--- config.mk ---
export PLATFORM = sky130hd
export DESIGN_NAME = snoop_fifo_drain
export DESIGN_NICKNAME = d
export VERILOG_FILES = /design/src/rtl/snoop_fifo_pkg.sv /design/src/rtl/snoop_fifo_drain_credit_ctr.sv /design/src/rtl/snoop_fifo_drain.sv
export SDC_FILE = /design/constraint.sdc
export NUM_CORES = 1
export LEC_CHECK = 0
export BUFFER_PORTS_ARGS = -buffer_cell sky130_fd_sc_hd__buf_2
export CORE_MARGIN = 10
export CORE_UTILIZATION = 55
export CTS_CLUSTER_SIZE = 12
export DETAILED_ROUTE_END_ITERATION = 8
export HOLD_SLACK_MARGIN = 0.02
export PLACE_DENSITY = 0.81
export SKIP_LAST_GASP = 1
export SYNTH_ARGS = -nofsm -noshare
export SYNTH_HDL_FRONTEND = slang
export SYNTH_SLANG_ARGS = --single-unit
--- constraint.sdc ---
create_clock -name clk -period 5.7 [get_ports clk]
set_input_delay 0.57 -clock clk [delete_from_list [all_inputs] [get_ports clk]]
set_output_delay 0.57 -clock clk [all_outputs]
set_load 0.02 [all_outputs]
--- src/rtl/snoop_fifo_pkg.sv ---
// Shared definitions for the snoopable FIFO and its read-side drain:
// default widths and the staging-occupancy encoding.
package snoop_fifo_pkg;

  localparam int DATA_W_DEF  = 32;
  localparam int KEY_W_DEF   = 22;
  localparam int CREDITS_DEF = 4;
  localparam int CRED_W_DEF  = 4;

  typedef enum logic [1:0] {
    EMPTY = 2'd0,
    ONE   = 2'd1,
    TWO   = 2'd2
  } occ_e;

  // Even parity over a data word, for integrity checks on staged entries.
  function automatic logic even_parity(input logic [DATA_W_DEF-1:0] word);
    even_parity = ^word;
  endfunction

endpackage

--- src/rtl/snoop_fifo_drain_credit_ctr.sv ---
// Saturating downstream credit counter with a sticky overflow flag.
// The count never wraps in either direction.
module drain_credit_ctr #(
  parameter int CREDITS = 4,
  parameter int CRED_W  = 4
) (
  input  logic              clk,
  input  logic              rstn,
  input  logic              consume_i,
  input  logic              return_i,
  output logic [CRED_W-1:0] credits_o,
  output logic              err_o
);

  localparam logic [CRED_W-1:0] CRED_MAX = CRED_W'(CREDITS);
  localparam logic [CRED_W-1:0] CRED_ONE = {{(CRED_W-1){1'b0}}, 1'b1};

  logic [CRED_W-1:0] cnt_q, cnt_d;
  logic              err_q, err_d;

  // Next credit count: a simultaneous consume and return cancel out.
  always_comb begin
    cnt_d = cnt_q;
    err_d = err_q;
    if (consume_i && !return_i) begin
      if (cnt_q != {CRED_W{1'b0}}) begin
        cnt_d = cnt_q - CRED_ONE;
      end else begin
        cnt_d = cnt_q;
      end
    end else if (return_i && !consume_i) begin
      if (cnt_q == CRED_MAX) begin
        err_d = 1'b1;
      end else begin
        cnt_d = cnt_q + CRED_ONE;
      end
    end else begin
      cnt_d = cnt_q;
    end
  end

  // Credit and error registers; the error flag is cleared only by reset.
  always_ff @(posedge clk) begin
    if (rstn) begin
      cnt_q <= CRED_MAX;
      err_q <= 1'b0;
    end else begin
      cnt_q <= cnt_d;
      err_q <= err_d;
    end
  end

  assign credits_o = cnt_q;
  assign err_o     = err_q;

endmodule

--- src/rtl/snoop_fifo_drain.sv ---
// Read-side drain for the snoopable FIFO: 2-entry in-order staging buffer,
// credit-gated downstream port, and a snoop compare over staged entries.
module snoop_fifo_drain
  import snoop_fifo_pkg::*;
#(
  parameter int DATA_W  = DATA_W_DEF,
  parameter int KEY_W   = KEY_W_DEF,
  parameter int CREDITS = CREDITS_DEF,
  parameter int CRED_W  = CRED_W_DEF
) (
  input  logic              clk,
  input  logic              rstn,
  input  logic              fifo_rd_valid,
  input  logic [DATA_W-1:0] fifo_rd_data,
  output logic              fifo_rd_ready,
  output logic              out_valid,
  output logic [DATA_W-1:0] out_data,
  input  logic              out_ready,
  input  logic              credit_return,
  input  logic              flush,
  input  logic [KEY_W-1:0]  snoop_data,
  output logic              snoop_match,
  output logic [CRED_W-1:0] credits_avail,
  output logic              credit_err
);

  occ_e              state_q, state_d;
  logic [1:0]        vld_q, vld_d;
  logic [DATA_W-1:0] head_q, head_d;
  logic [DATA_W-1:0] tail_q, tail_d;
  logic              pop_s;
  logic              xfer_s;

  assign fifo_rd_ready = (state_q != TWO) && !flush;
  assign out_valid     = (state_q != EMPTY) && (credits_avail != {CRED_W{1'b0}}) && !flush;
  assign out_data      = out_valid ? head_q : {DATA_W{1'b0}};
  assign pop_s         = fifo_rd_valid && fifo_rd_ready;
  assign xfer_s        = out_valid && out_ready;

  // Slot 0 is always the oldest entry; a pop during a transfer from ONE refills slot 0.
  assign snoop_match = (vld_q[0] && (head_q[KEY_W-1:0] == snoop_data)) ||
                       (vld_q[1] && (tail_q[KEY_W-1:0] == snoop_data));

  // Occupancy and buffer next-state from pop, transfer and flush.
  always_comb begin
    state_d = state_q;
    vld_d   = vld_q;
    head_d  = head_q;
    tail_d  = tail_q;
    if (flush) begin
      state_d = EMPTY;
      vld_d   = 2'b00;
    end else begin
      case (state_q)
        EMPTY: begin
          if (pop_s) begin
            head_d  = fifo_rd_data;
            vld_d   = 2'b01;
            state_d = ONE;
          end else begin
            state_d = EMPTY;
          end
        end
        ONE: begin
          if (pop_s && xfer_s) begin
            head_d = fifo_rd_data;
          end else if (pop_s) begin
            tail_d  = fifo_rd_data;
            vld_d   = 2'b11;
            state_d = TWO;
          end else if (xfer_s) begin
            vld_d   = 2'b00;
            state_d = EMPTY;
          end else begin
            state_d = ONE;
          end
        end
        TWO: begin
          if (xfer_s) begin
            head_d  = tail_q;
            vld_d   = 2'b01;
            state_d = ONE;
          end else begin
            state_d = TWO;
          end
        end
        default: begin
          state_d = EMPTY;
          vld_d   = 2'b00;
        end
      endcase
    end
  end

  // Staging buffer and occupancy registers.
  always_ff @(posedge clk) begin
    if (rstn) begin
      state_q <= EMPTY;
      vld_q   <= 2'b00;
      head_q  <= {DATA_W{1'b0}};
      tail_q  <= {DATA_W{1'b0}};
    end else begin
      state_q <= state_d;
      vld_q   <= vld_d;
      head_q  <= head_d;
      tail_q  <= tail_d;
    end
  end

  drain_credit_ctr #(
    .CREDITS (CREDITS),
    .CRED_W  (CRED_W)
  ) u_credit_ctr (
    .clk       (clk),
    .rstn      (rstn),
    .consume_i (xfer_s),
    .return_i  (credit_return),
    .credits_o (credits_avail),
    .err_o     (credit_err)
  );

endmodule
== Word-level counts from Yosys, hierarchy flattened ==
Index checks and enable logic that the tools add are counted.

* Output and inout port bits: 40
* Bits in registers: 73
* Word-level logic and storage cells: 70
* Input port bits: 60

* Bitwise logic cells: 3
* Mux-type cells: 21
* Reduce and logical (&&, ||, !) cells: 25
* Equality and inequality tests: 13
* $add $sub $neg: 2

{| class="wikitable"
|+ Operator list
! operator !! number
|-
| $mux W32 || 4
|-
| $pmux W32 S3 || 1
|-
| $eq A22 B22 Y1 || 2
|-
| $mux W2 || 8
|-
| $mux W4 || 4
|-
| $pmux W2 S3 || 2
|-
| $logic_and A1 B1 Y1 || 10
|-
| $ne A2 B2 Y1 const B || 5
|-
| $reduce_and A4 Y1 || 2
|-
| $reduce_and A3 Y1 || 2
|-
| $reduce_and A5 Y1 || 1
|-
| $add A4 B1 Y4 const B || 1
|-
| $eq A4 B3 Y1 const B || 1
|-
| $ne A2 B1 Y1 const B || 2
|-
| $reduce_bool A2 Y1 || 2
|-
| $reduce_bool A4 Y1 || 1
|-
| $sub A4 B1 Y4 const B || 1
|-
| $logic_not A1 Y1 || 3
|-
| $ne A3 B2 Y1 const B || 1
|-
| $not A1 Y1 || 3
|-
| $reduce_bool A3 Y1 || 1
|-
| $eq A2 B1 Y1 const B || 1
|-
| $eq A2 B2 Y1 const B || 1
|-
| $logic_not A2 Y1 || 1
|-
| other kinds (3) || 4
|}

== Logic depth before layout (Yosys ltp) ==
* Depth in word-level cells: 8
* Depth in mapped cells: 10
* Mapped depth without buffers: 8

== Hierarchy ==
A second synthesis with hierarchy kept.

* Cell total of the unflattened synthesis: 469
* Area, all modules: 4145.2 um^2

{| class="wikitable"
|+ By module, submodules not included
! module !! instances !! seq. area each (um^2) !! area an instance (um^2) !! cells each
|-
| snoop_fifo_drain || 1 || 1361.3 || 3779.9 || 426
|-
| drain_credit_ctr || 1 || 100.1 || 365.4 || 43
|}

== Worst setup path after synthesis ==
No wires, ideal clock.

* Path kind: input to register
* From: input port flush
* To: register u_credit_ctr.cnt_q[2] (netlist: u_credit_ctr.credits_o[2])
* Cell stages on the path: 10
* Setup time: 0.123 ns
* Setup slack: 3.236 ns
* Buffers on the path: 2
* Data required time: 5.577 ns
* Data arrival time: 2.341 ns
* Cells stage by stage: clkbuf_1 nand2b_1 clkbuf_1 nor4_1 xnor2_1 ha_1 or3_1 nor4_1 a31oi_1 mux2i_1

* Cells in the longest elaborated chain, start to end: 7
* Elaborated cells on any way between the ends: 11
* Those cells by class: 2 x eq/ne; 1 x mux; 8 x reduce/logical

{| class="wikitable"
|+ RTL lines
! what !! line !! text
|-
| start, declared || snoop_fifo_drain.sv:20 || <nowiki>input logic flush,</nowiki>
|-
| $logic_not A1 Y1 * || snoop_fifo_drain.sv:35 || <nowiki>assign out_valid = (state_q != EMPTY) && (credits_avail != {CRED_W{1'b0}}) && !flush;</nowiki>
|-
| $logic_and A1 B1 Y1 * || snoop_fifo_drain.sv:35 ||
|-
| $logic_and A1 B1 Y1 * || snoop_fifo_drain.sv:38 || <nowiki>assign xfer_s = out_valid && out_ready;</nowiki>
|-
| $logic_not A1 Y1 || snoop_fifo_drain_credit_ctr.sv:31 || <nowiki>end else if (return_i && !consume_i) begin</nowiki>
|-
| $logic_and A1 B1 Y1 || snoop_fifo_drain_credit_ctr.sv:31 ||
|-
| $reduce_bool A2 Y1 (no source line) || n/a ||
|-
| $reduce_and A3 Y1 (no source line) || n/a ||
|-
| end signal, assigned || snoop_fifo_drain_credit_ctr.sv:48 || <nowiki>cnt_q <= cnt_d;</nowiki>
|-
| end, declared || snoop_fifo_drain_credit_ctr.sv:18 || <nowiki>logic [CRED_W-1:0] cnt_q, cnt_d;</nowiki>
|}

Mark *: on every way between the ends. The rest lies on a longest branch, timed or not.
A chain may end at the register's enable or synchronous reset.

== Worst setup path after layout ==
* From: register state_q[0]
* To: register head_q[26]

* Cells in the longest elaborated chain, start to end: 7
* Elaborated cells on any way between the ends: 17
* Those cells by class: 6 x eq/ne; 1 x mux; 10 x reduce/logical

{| class="wikitable"
|+ RTL lines
! what !! line !! text
|-
| start, declared || snoop_fifo_drain.sv:27 || <nowiki>occ_e state_q, state_d;</nowiki>
|-
| start signal, assigned || snoop_fifo_drain.sv:103 || <nowiki>state_q <= state_d;</nowiki>
|-
| $reduce_bool A2 Y1 || snoop_fifo_drain.sv:35 ||
|-
| $logic_and A1 B1 Y1 (2 in series) || snoop_fifo_drain.sv:35 ||
|-
| $logic_and A1 B1 Y1 || snoop_fifo_drain.sv:38 ||
|-
| $logic_and A1 B1 Y1 || snoop_fifo_drain.sv:65 || <nowiki>if (pop_s && xfer_s) begin</nowiki>
|-
| $ne A2 B2 Y1 (no source line) || n/a ||
|-
| $reduce_and A5 Y1 (no source line) || n/a ||
|-
| end signal, assigned || snoop_fifo_drain.sv:100 || <nowiki>head_q <= {DATA_W{1'b0}};</nowiki>
|-
| end, declared || snoop_fifo_drain.sv:29 || <nowiki>logic [DATA_W-1:0] head_q, head_d;</nowiki>
|}

Several ways; a longest one is shown, not always the timed one.

==> run_summary.xml <==
<?xml version="1.0" encoding="UTF-8"?>
<metrics>
  <group name="clocking">
    <metric name="root_buffer" unit="">sky130_fd_sc_hd__clkbuf_8</metric>
    <metric name="numCtsBuffers" unit="">9</metric>
    <metric name="clk_pin_slew" unit="ns">0.07</metric>
    <metric name="ctsLongestPathBuffers" unit="">2</metric>
    <metric name="tritoncts" unit="">done</metric>
    <metric name="cts_hold_buffers" unit="">0</metric>
    <metric name="clock_latency" unit="ns">0.34</metric>
    <metric name="clock_tree.htree_level_count" unit="">3</metric>
    <metric name="ctsResizeCount" unit="">0</metric>
    <metric name="clock_sinks" unit="">73</metric>
    <metric name="post_cts.repair.setup_buffers" unit="">0</metric>
  </group>
  <group name="routing">
    <metric name="drt_pass1_iterations" unit="">4</metric>
    <metric name="detail-route-antenna-nets" unit="">0</metric>
    <metric name="detailroute.via_count" unit="">3592</metric>
    <metric name="detail_route.iter0.violations" unit="">237</metric>
    <metric name="wl_per_cell" unit="um">17.0</metric>
    <metric name="vias_per_cell" unit="">5.61</metric>
    <metric name="totalWireLength" unit="mm">10.9</metric>
    <metric name="post-route-drc-count" unit="">0</metric>
  </group>
  <group name="grt">
    <metric name="residual_overflow_from_global_routing" unit="">0</metric>
    <metric name="grt_start_max_net_pins" unit="">74</metric>
    <metric name="grt_first_pass_wirelength" unit="mm">17.9</metric>
    <metric name="grt_use_total" unit="%">19.4</metric>
    <metric name="grt_antenna_before_repair" unit="">0</metric>
    <metric name="grt_pass1_vias" unit="">3635</metric>
  </group>
  <group name="sta">
    <metric name="fmax" unit="MHz">293</metric>
    <metric name="slew_headroom" unit="%">25.0</metric>
    <metric name="final.period_utilization" unit="%">59.9</metric>
    <metric name="unrepaired_setup_endpoints_after_global_routing" unit="">false</metric>
    <metric name="final-setup-viol-count" unit="">0</metric>
    <metric name="setup_total_negative_slack" unit="ns">0</metric>
    <metric name="tightest_slew" unit="ns">1.12</metric>
    <metric name="final_period_minus_worst_setup_slack" unit="ns">3.42</metric>
    <metric name="report.final.slew_viol_count" unit="">0</metric>
    <metric name="finalClockSkew" unit="ns">0.00553</metric>
    <metric name="final-hold-violation-count" unit="">0</metric>
  </group>
  <group name="yosys">
    <metric name="synthesis.nets" unit="">522</metric>
    <metric name="yosysWarnings" unit="">0</metric>
    <metric name="sequential_area_share_after_synthesis" unit="%">37.2</metric>
    <metric name="synth-seq-cells" unit="">73</metric>
    <metric name="synthFlopType" unit="">sky130_fd_sc_hd__dfxtp_1</metric>
    <metric name="synth_cells" unit="">461</metric>
    <metric name="synth_top_area_cell" unit="">sky130_fd_sc_hd__dfxtp_1</metric>
    <metric name="cell_area_synth" unit="mm^2">0.00393</metric>
    <metric name="postSynthAreaPerCell" unit="um^2">8.52</metric>
    <metric name="netlist_cell_types" unit="">41</metric>
    <metric name="number_of_enable_flip_flop_cells_after_synthesis" unit="">0</metric>
    <metric name="yosys.cell_count.top_type" unit="">sky130_fd_sc_hd__dfxtp_1</metric>
    <metric name="share_of_synthesized_flip_flops_with_an_asynchronous_set_or_reset" unit="%">0</metric>
    <metric name="synth_area_leaders" unit="">sky130_fd_sc_hd__dfxtp_1, sky130_fd_sc_hd__xor2_1, sky130_fd_sc_hd__mux2i_1, sky130_fd_sc_hd__nand2_1, sky130_fd_sc_hd__and2_1</metric>
    <metric name="synth_common_cells" unit="">sky130_fd_sc_hd__dfxtp_1, sky130_fd_sc_hd__nand2_1, sky130_fd_sc_hd__xor2_1</metric>
    <metric name="synth_largest_type_area_fraction" unit="%">37.2</metric>
  </group>
  <group name="setup_path">
    <metric name="r2r-start" unit="">state_q[0]</metric>
    <metric name="crit_type" unit="">flop to flop</metric>
    <metric name="critical_path.cell_chain" unit="">nand2b_2 &gt; o32a_2 &gt; o31ai_4 &gt; buf_4 &gt; a221oi_1</metric>
    <metric name="reg2reg_to" unit="">head_q[26]</metric>
    <metric name="r2r_cells" unit="">5</metric>
    <metric name="worst-path-max-fanout" unit="">33</metric>
    <metric name="critical_path_max_stage_delay" unit="ns">0.94</metric>
    <metric name="cp_slowest_cell" unit="">sky130_fd_sc_hd__nand2b_2</metric>
    <metric name="timing.critical_path.arrival" unit="ns">3.65</metric>
    <metric name="crit_path_start_kind" unit="">flop</metric>
    <metric name="required" unit="ns">5.93</metric>
    <metric name="setup.worst_path.end_class" unit="">flop</metric>
    <metric name="setup.reg_to_reg.worst_slack" unit="ns">2.28</metric>
  </group>
  <group name="power">
    <metric name="power.density" unit="mW/mm^2">248</metric>
    <metric name="vdd_drop_max" unit="mV">0.119</metric>
    <metric name="power.total" unit="mW">1.16</metric>
    <metric name="static-leakage-power" unit="nW">2.18</metric>
  </group>
  <group name="hold_path">
    <metric name="hp-start" unit="">tail_q[24]</metric>
    <metric name="timing.hold.worst_path_depth" unit="">2</metric>
    <metric name="holdCritPathClass" unit="">flop to flop</metric>
    <metric name="min_to" unit="">tail_q[24]</metric>
  </group>
  <group name="cells_and_area">
    <metric name="nets" unit="">601</metric>
    <metric name="areaGrowthSynthToFinish" unit="%">19.0</metric>
    <metric name="seqCellArea" unit="mm^2">0.00146</metric>
    <metric name="num_antenna_cells" unit="">0</metric>
    <metric name="filler_cell_count" unit="">543</metric>
    <metric name="final_cells" unit="">640</metric>
    <metric name="drive_above_1_share" unit="%">25.2</metric>
    <metric name="post-route-cell-area" unit="mm^2">0.00467</metric>
    <metric name="multi_input_comb_area" unit="mm^2">0.00234</metric>
  </group>
  <group name="die">
    <metric name="dieWidth" unit="um">105</metric>
    <metric name="pin_count" unit="">100</metric>
    <metric name="floorplan.die_area" unit="mm^2">0.0109</metric>
    <metric name="rows" unit="">30</metric>
    <metric name="start_util" unit="%">57.2</metric>
    <metric name="die_height" unit="um">105</metric>
    <metric name="core_area" unit="mm^2">0.00687</metric>
  </group>
  <group name="status">
    <metric name="status" unit="">finished clean</metric>
  </group>
  <group name="placed_design">
    <metric name="io_buffers" unit="">99</metric>
    <metric name="post-dp-hpwl" unit="mm">7.57</metric>
    <metric name="postPlaceCellArea" unit="mm^2">0.00446</metric>
    <metric name="gp_congestion" unit="">0.880</metric>
    <metric name="place_inst" unit="">625</metric>
  </group>
  <group name="flow_run">
    <metric name="max_cap_violations" unit="">0</metric>
  </group>
</metrics>
-- stage by stage --
| stage | hold WS, ns | utilization [%] | setup slack (ns) |
|---|---|---|---|
| after CTS | 0.456 | 68.0 | 2.34 |
| after global placement | 0.441 | 64.9 | 2.43 |
| final | 0.455 | 68.0 | 2.28 |
| after floorplan | 0.436 | - | 3.24 |
| after global routing | 0.469 | 68.0 | 2.10 |
| after detailed placement | 0.446 | 64.9 | 2.38 |
-- worst max-delay path, delay by kind of cell (launching register included) --
kind	cells	cell delay (ns)
compound gates	3	1.46
buf+inv	1	0.31
flops	1	0.56
simple gates	1	0.94
-- how the worst max path moves through the flow --
stage                     from                        end  slack [ns]
finish              state_q[0]                 head_q[26]        2.28
global route        state_q[0]                 head_q[26]        2.10
CTS                 state_q[0]                 head_q[26]        2.34
floorplan                flush  u_credit_ctr.credits_o[2]        3.24
global placement    state_q[0]                 head_q[20]        2.43
detailed placement  state_q[0]                 head_q[16]        2.38
-- power breakdown --
part           switching (mW)  internal [mW]
registers              0.0226          0.535
logic                  0.0970         0.0709
clock network           0.184          0.247
-- registers in the layout, indices dropped and copies added (netlist names) --
signal and count:
u_credit_ctr.err_o 1, vld_q 2, head_q 32, u_credit_ctr.credits_o 4, tail_q 32, state_q 2
-- metal layers --
metal / vias up / global-route usage, % / share of wire, %
li1: 1776 / - / -
met2: 134 / 31.9 / 49
met1: 1662 / 23.6 / 42
met4: 0 / 8.95 / 2.1
met5: - / 0 / 0
met3: 20 / 4.21 / 6.8
-- layout by cell type, fill, tap and decap left out, types with 5 or more instances in the layout --
cell,count
sky130_fd_sc_hd__and2_1,32
sky130_fd_sc_hd__buf_2,99
sky130_fd_sc_hd__a21oi_1,38
sky130_fd_sc_hd__mux2i_1,35
sky130_fd_sc_hd__xor2_1,43
sky130_fd_sc_hd__nand4_1,5
sky130_fd_sc_hd__nor2_1,39
sky130_fd_sc_hd__clkbuf_8,13
sky130_fd_sc_hd__a221oi_1,22
sky130_fd_sc_hd__nor3_1,5
sky130_fd_sc_hd__a221oi_2,10
sky130_fd_sc_hd__a31oi_1,5
sky130_fd_sc_hd__dfxtp_1,73
sky130_fd_sc_hd__nand2_1,66
sky130_fd_sc_hd__nor4_1,11
-- cells by family after synthesis --
| kind of cell | Yosys count | synth area share [%] |
|---|---|---|
| buffers and inverters | 38 | 3.89 |
| AOI/OAI and AO/OA | 87 | 16.8 |
| DFF | 73 | 37.2 |
| adders and majority gates | 1 | 0.319 |
| muxes | 35 | 8.92 |
| xor gates and xnor gates | 46 | 10.3 |
| and+or+nand+nor | 181 | 22.6 |
-- cell type report --
class	count	share of cell area (%)
well taps	96	2.57
inverters	3	0.241
clock inverters	2	0.750
flip-flops and latches	73	31.3
clock buffers	13	3.83
multi-input cells	350	50.1
repair buffers	103	11.2
No activity file was read; power rests on OpenSTA's default activity.
